`src/rtl/dbus_ctrl.sv`:
```
// dbus_ctrl: load/store bus controller routing core accesses to data memory or the Wishbone RSA slave.
// Ports: clk, rst (async, active-low); core_* request/response handshake with the core;
// mem_* data memory port (one-cycle access); rsa_* Wishbone port (held until ack or timeout);
// busy flags any in-flight access.
module dbus_ctrl #(
    parameter logic [31:0] RSA_BASE = 32'h4000_0000,
    parameter logic [31:0] RSA_MASK = 32'hFFFF_F000,
    parameter int          TIMEOUT  = 255,
    parameter logic [31:0] ERR_DATA = 32'hDEAD_BEEF
) (
    input  logic        clk,
    input  logic        rst,
    input  logic        core_req,
    input  logic [31:0] core_addr,
    input  logic [31:0] core_wdata,
    input  logic [3:0]  core_we,
    output logic [31:0] core_rdata,
    output logic        core_ready,
    output logic        core_err,
    output logic        busy,
    output logic        mem_en,
    output logic [31:0] mem_addr,
    output logic [31:0] mem_wdata,
    output logic [3:0]  mem_we,
    input  logic [31:0] mem_rdata,
    output logic        rsa_en,
    output logic [31:0] rsa_adr,
    output logic [31:0] rsa_dat_o,
    output logic        rsa_we,
    input  logic [31:0] rsa_dat_i,
    input  logic        rsa_ack
);
    typedef enum logic [1:0] {IDLE, MEM, RSA, RESP} state_t;
    localparam logic [15:0] LAST = 16'(TIMEOUT - 1);
    state_t      r_state, w_next;
    logic [31:0] r_addr, r_wdata, r_rdata;
    logic [3:0]  r_we;
    logic        r_err;
    logic [15:0] r_cnt;
    logic        w_hit, w_expire;
    assign w_hit    = (core_addr & RSA_MASK) == RSA_BASE;
    // r_cnt holds the number of RSA cycles already elapsed, so this is the TIMEOUT-th cycle
    assign w_expire = r_cnt == LAST;
    always_comb begin
        w_next     = r_state;
        mem_en     = r_state == MEM;
        rsa_en     = r_state == RSA;
        core_ready = r_state == RESP;
        busy       = r_state != IDLE;
        mem_we     = mem_en ? r_we : 4'd0;
        rsa_we     = rsa_en & (|r_we);
        core_err   = core_ready & r_err;
        core_rdata = r_rdata;
        mem_addr   = r_addr;
        mem_wdata  = r_wdata;
        rsa_adr    = r_addr;
        rsa_dat_o  = r_wdata;
        case (r_state)
            IDLE:    w_next = core_req ? (w_hit ? RSA : MEM) : IDLE;
            MEM:     w_next = RESP;
            RSA:     w_next = (rsa_ack || w_expire) ? RESP : RSA;
            default: w_next = IDLE;
        endcase
    end
    always_ff @(posedge clk or negedge rst) begin
        if (!rst) begin
            r_state <= IDLE;
            r_addr  <= '0;
            r_wdata <= '0;
            r_we    <= '0;
            r_rdata <= '0;
            r_err   <= 1'b0;
            r_cnt   <= '0;
        end else begin
            r_state <= w_next;
            case (r_state)
                IDLE: if (core_req) begin
                    r_addr  <= core_addr;
                    r_wdata <= core_wdata;
                    r_we    <= core_we;
                end
                MEM: begin
                    r_rdata <= mem_rdata;
                    r_err   <= 1'b0;
                end
                RSA: if (rsa_ack) begin
                    // an ack in the expiry cycle still counts as success
                    r_rdata <= rsa_dat_i;
                    r_err   <= 1'b0;
                    r_cnt   <= '0;
                end else if (w_expire) begin
                    r_rdata <= ERR_DATA;
                    r_err   <= 1'b1;
                    r_cnt   <= '0;
                end else begin
                    r_cnt   <= r_cnt + 16'd1;
                end
                default: ;
            endcase
        end
    end
endmodule

```
`config.mk`:
```
export PLATFORM = sky130hd
export DESIGN_NAME = dbus_ctrl
export DESIGN_NICKNAME = d
export VERILOG_FILES = /design/src/rtl/dbus_ctrl.sv
export SDC_FILE = /design/constraint.sdc
export NUM_CORES = 1
export LEC_CHECK = 0
export ABC_AREA = 0
export ABC_CLOCK_PERIOD_IN_PS = 3800
export CAP_MARGIN = 20
export CORE_ASPECT_RATIO = 1.2
export CORE_MARGIN = 2
export CORE_UTILIZATION = 35
export CTS_CLUSTER_SIZE = 28
export DETAILED_ROUTE_END_ITERATION = 8
export DONT_BUFFER_PORTS = 1
export GPL_TIMING_DRIVEN = 0
export HOLD_SLACK_MARGIN = 0.05
export SYNTH_ARGS = -nofsm -noshare
export SYNTH_HDL_FRONTEND = slang
export SYNTH_SLANG_ARGS = --single-unit
export TNS_END_PERCENT = 100
```
`constraint.sdc`:
```
create_clock -name clk -period 3.8 [get_ports clk]
set_clock_uncertainty 0.15 [all_clocks]
set_input_delay 0.38 -clock clk [delete_from_list [all_inputs] [get_ports clk]]
set_output_delay 0.38 -clock clk [all_outputs]
set_load 0.05 [all_outputs]
```
## Word level (Yosys, flattened, before mapping)

Cells that the tools add are included.

- Add/subtract/negate cells: 1
- Eq/ne operators: 6
- Multiplexer cells: 13
- Bitwise operators: 2
- Reductions and logical operators: 7

Operators by type and width:

| operator | count |
|---|---|
| $mux W32 | 2 |
| $pmux W32 S2 | 1 |
| $mux W16 | 2 |
| $eq A20 B19 Y1 const B | 1 |
| $add A16 B1 Y16 const B | 1 |
| $eq A16 B8 Y1 const B | 1 |
| $pmux W2 S3 | 1 |
| $eq A2 B2 Y1 const B | 2 |
| $mux W2 | 2 |
| $mux W4 | 1 |
| $reduce_and A2 Y1 | 2 |
| $reduce_bool A2 Y1 | 2 |
| $reduce_or A4 Y1 | 1 |
| $mux W1 | 3 |
| $ne A3 B1 Y1 const B | 1 |
| $and A1 B1 Y1 | 2 |
| $eq A2 B1 Y1 const B | 1 |
| $logic_not A2 Y1 | 1 |
| $pmux W1 S2 | 1 |
| $logic_or A1 B1 Y1 | 1 |

- Register bits: 119
- Input bits: 136
- Output and inout bits: 170
- Logic and storage cells: 36

## Longest topological paths before layout

- Word-level depth: 4
- Mapped depth: 9
- Depth with buffers taken out: 6

## Least setup slack after synthesis

No wires, ideal clock.

- Path kind: register to register
- Start point: register r_state[0]
- End point: register r_cnt[14]
- Library setup time: 82 ps
- Arrival time: 2337 ps
- Data required time: 3568 ps
- Setup slack: 1231 ps
- Cell stages (with the launch flop): 10
- Buffers on the path: 3
- Clock period less this slack: 2569 ps
- Cells stage by stage: dfrtp_1 > inv_1 > ha_1 > clkbuf_1 > nor2b_1 > o41a_1 > clkbuf_1 > buf_2 > a31oi_1 > a31oi_1

- Longest elaborated chain between the ends: 1

Ends and longest elaborated chain:

| element | line | text |
|---|---|---|
| start: declaration | 35 | `state_t r_state, w_next;` |
| start signal: assignment | 75 | `r_state <= w_next;` |
| $eq A2 B2 Y1 | -- |  |
| net rsa_en | 26 | `output logic rsa_en,` |
| end signal: assignment | 96 | `r_cnt <= r_cnt + 16'd1;` |
| end: declaration | 39 | `logic [15:0] r_cnt;` |

The timed path passes the listed nets, and every way through them passes these cells.
A chain may end at the register's enable or synchronous reset.

## Worst setup path after layout

- Start point: register r_state[0]
- End point: output rsa_we

- Longest elaborated chain between the ends: 2

Ends and longest elaborated chain:

| element | line | text |
|---|---|---|
| $eq A2 B2 Y1 | 47 | `rsa_en = r_state == RSA;` |
| net rsa_en | 26 |  |
| $and A1 B1 Y1 | 51 | `rsa_we = rsa_en & (\|r_we);` |
| end: declaration | 29 | `output logic rsa_we,` |

The timed path passes the listed nets, and every way through them passes these cells.

==> flow_metrics.env <==
export IMPL_met1_usage_pct=19.8
export IMPL_dieArea_sq_mm=0.0174
export IMPL_ys_ff_latch=119
export IMPL_synth_cell_area_sq_mm=0.00572
export IMPL_synthDistinctLibCells=42
export IMPL_rsz0062_at_grt="no"
export IMPL_cts_setup_buffers=0
export IMPL_first_global_vias=4470
export IMPL_use_met3_pct=7.65
export IMPL_finalSetupViolations=0
export IMPL_gp_congestion=0.866
export IMPL_nets=770
export IMPL_start_util_pct=35.5
export IMPL_arrival_ns=2.95
export IMPL_cts_sinks=119
export IMPL_synthCells=488
export IMPL_fillers=1362
export IMPL_synth_top_cell_by_area="dfrtp_1"
export IMPL_cp_slowest_cell="o41a_1"
export IMPL_layout_commonest_cell="dlygate4sd3_1"
export IMPL_ios=306
export IMPL_coreArea_sq_mm=0.0161
export IMPL_cp_slowest_stage_delay_ns=0.67
export IMPL_grt_total_usage_pct=18.5
export IMPL_multi_input_area_sq_mm=0.00201
export IMPL_cts_tree="built"
export IMPL_first_pass_iters=4
export IMPL_ys_warnings_count=0
export IMPL_cp_common_cell="clkbuf_1"
export IMPL_die_h_um=144
export IMPL_hold_violations=0
export IMPL_htreeDepth=4
export IMPL_grt_pass1_wl_um=24200
export IMPL_crit_path_end_kind="output port"
export IMPL_slew_headroom_pct=49.2
export IMPL_fin_crit_sh_pct=91.7
export IMPL_path_clk_slew_ns=0.06
export IMPL_wl_um=16900
export IMPL_clock_latency_ns=0.41
export IMPL_drt_iter0_markers=178
export IMPL_vias_per_cell=5.05
export IMPL_setup_worst_path_start_class="flop"
export IMPL_port_buffers=0
export IMPL_gr_max_usage_layer="met2"
export IMPL_period_needed_ns=3.48
export IMPL_crit_path_cell_trace="inv_1 -> ha_1 -> clkbuf_1 -> clkbuf_1 -> o41a_1"
export IMPL_cts_buffers_inserted=17
export IMPL_avgRoutedWirePerCell_um=19.8
export IMPL_tightest_slew_ns=0.763
export IMPL_antenna_found_initial=0
export IMPL_grt_max_degree=120
export IMPL_crit_fanout=10
export IMPL_crit_required_ns=3.27
export IMPL_syn_num_nets=630
export IMPL_diodes=0
export IMPL_grt_overflow=0
export IMPL_crit_type="flop to output port"
export IMPL_areaGrowthSynthToFinish_pct=37.2
export IMPL_hp_class="input pin to flop"
export IMPL_route_vias_total=4304
export IMPL_synth_area_top_cells="dfrtp_1 52%, mux2_2 14%, buf_4 8.5%, mux2i_1 4.2%, inv_1 2.8%"
export IMPL_seq_area_sq_mm=0.00298
export IMPL_status="finished, final reports clean"
export IMPL_clk_path_buf_depth=2
export IMPL_remaining_drc_errors=0
export IMPL_maxSlewViolCount=0
export IMPL_chipWidth_um=121
export IMPL_ys_seq_area_share_pct=52.1
export IMPL_met2_usage_pct=31.7
export IMPL_maxCapViolCount=0
export IMPL_root_buffer="clkbuf_16"
export IMPL_ant_nets=0
export IMPL_dp_hpwl_um=11700
export IMPL_drive_above_1_share_pct=27.6
export IMPL_yosysTopAreaCellShare_pct=52.1
export IMPL_fin_tns_setup_ns=0
export IMPL_max_freq_mhz=287
export IMPL_syn_area_per_cell_sq_um=11.7
export IMPL_final_cell_mix="120 x dlygate4sd3_1, 119 x dfrtp_1, 71 x mux2_2, 65 x buf_4, 42 x inv_1"
export IMPL_num_rows=51
==> worst max-delay path: cells and delay by family, from the launching register on <==
kind	cells	cell delay, ns
buf+inv	3	0.90
compound gates	1	0.67
fa+ha+maj	1	0.56
flops	1	0.40
==> kinds of logic (layout without fill, tap and decap cells) <==
group | Yosys count | in the layout | share of synthesized area (%)
AO/OA/AOI/OAI | 73 | 73 | 8.58
XOR/XNOR | 1 | 1 | 0.153
adder cells (fa/ha/maj) | 6 | 6 | 1.31
buffers and inverters | 128 | 281 | 12.8
flip-flops | 119 | 119 | 52.1
multiplexers | 101 | 101 | 19.4
AND/OR/NAND/NOR | 60 | 60 | 5.71
==> layout make-up <==
class / count / area share, %
repair buffers: 121 / 15.7
flip-flops and latches: 119 / 38.0
inverters: 42 / 2.01
well taps: 212 / 3.38
plain buffers: 86 / 7.29
multi-input cells: 241 / 25.6
clock buffers: 21 / 5.87
clock inverters: 11 / 2.19
==> cell usage after synthesis <==
master     count
dfrtp_1      119
mux2_2        71
buf_4         65
inv_1         42
o22ai_1       25
mux2i_1       24
nand2_1       15
a31oi_1       11
o21ai_0       11
clkbuf_1      10
a21oi_1        9
and2_1         7
buf_1          7
ha_1           6
mux2_1         6
nand3_1        6
nor2_1         6
nor4_1         5
and3_1         4
buf_2          4
a31o_2         3
a41oi_1        3
nor2b_1        3
o211ai_1       3
nand2b_1       2
nand4_1        2
nor3_1         2
o41a_1         2
or3_1          2
a211oi_1       1
a21o_1         1
a22o_1         1
a2bb2oi_1      1
and4_1         1
nand2_2        1
nand4b_1       1
nor4b_1        1
o21bai_1       1
o41ai_4        1
or4_1          1
or4_4          1
xnor2_1        1
==> path summary, 6_finish.rpt <==
check / from / end / slack [ns] / cells past startpoint
max reg2reg: r_state[0] / r_cnt[4] / 0.66 / 9
max in group asynchronous: rst / mem_wdata[2] / 2.60 / 2
min in group asynchronous: rst / mem_wdata[19] / 0.44 / 2
min reg2reg: r_cnt[15] / r_cnt[15] / 0.36 / 1
min: rsa_dat_i[8] / core_rdata[8] / 0.07 / 3
max: r_state[0] / rsa_we / 0.32 / 5
==> timing repair <==
action / CTS / global route
endpoints found under the hold margin: 215 / 1
gates resized for setup: 0 / 0
hold buffers: 120 / 1
==> flip-flops by register name (all words and copies together), names as in the netlist <==
signal / cells
r_state: 2
core_rdata: 32
r_cnt: 16
r_we: 4
r_err: 1
mem_addr: 32
mem_wdata: 32
==> stage by stage <==
step                      hold slack (ns)  util, %  setup slack, ns  std cells  cell area [sq um]
after global placement            -0.0631     37.2            0.676        700               5980
after CTS                          0.0508     48.7            0.203        852               7830
after detailed placement          -0.0631     37.2            0.661        700               5980
after global routing               0.0814     48.8           0.0348        853               7840
final                              0.0713     48.8            0.317        853               7840
after floorplan                   -0.0656        -             1.23        488               5720
==> routing by layer <==
layer	wire length [um]	part of all wire, %
met1	6060	36
met2	8750	52
met3	1570	9.3
met4	530	3.1
met5	0	0
Power is not shown: default switching activity piles up to over one toggle a cycle in this logic, so the estimate is an artifact.
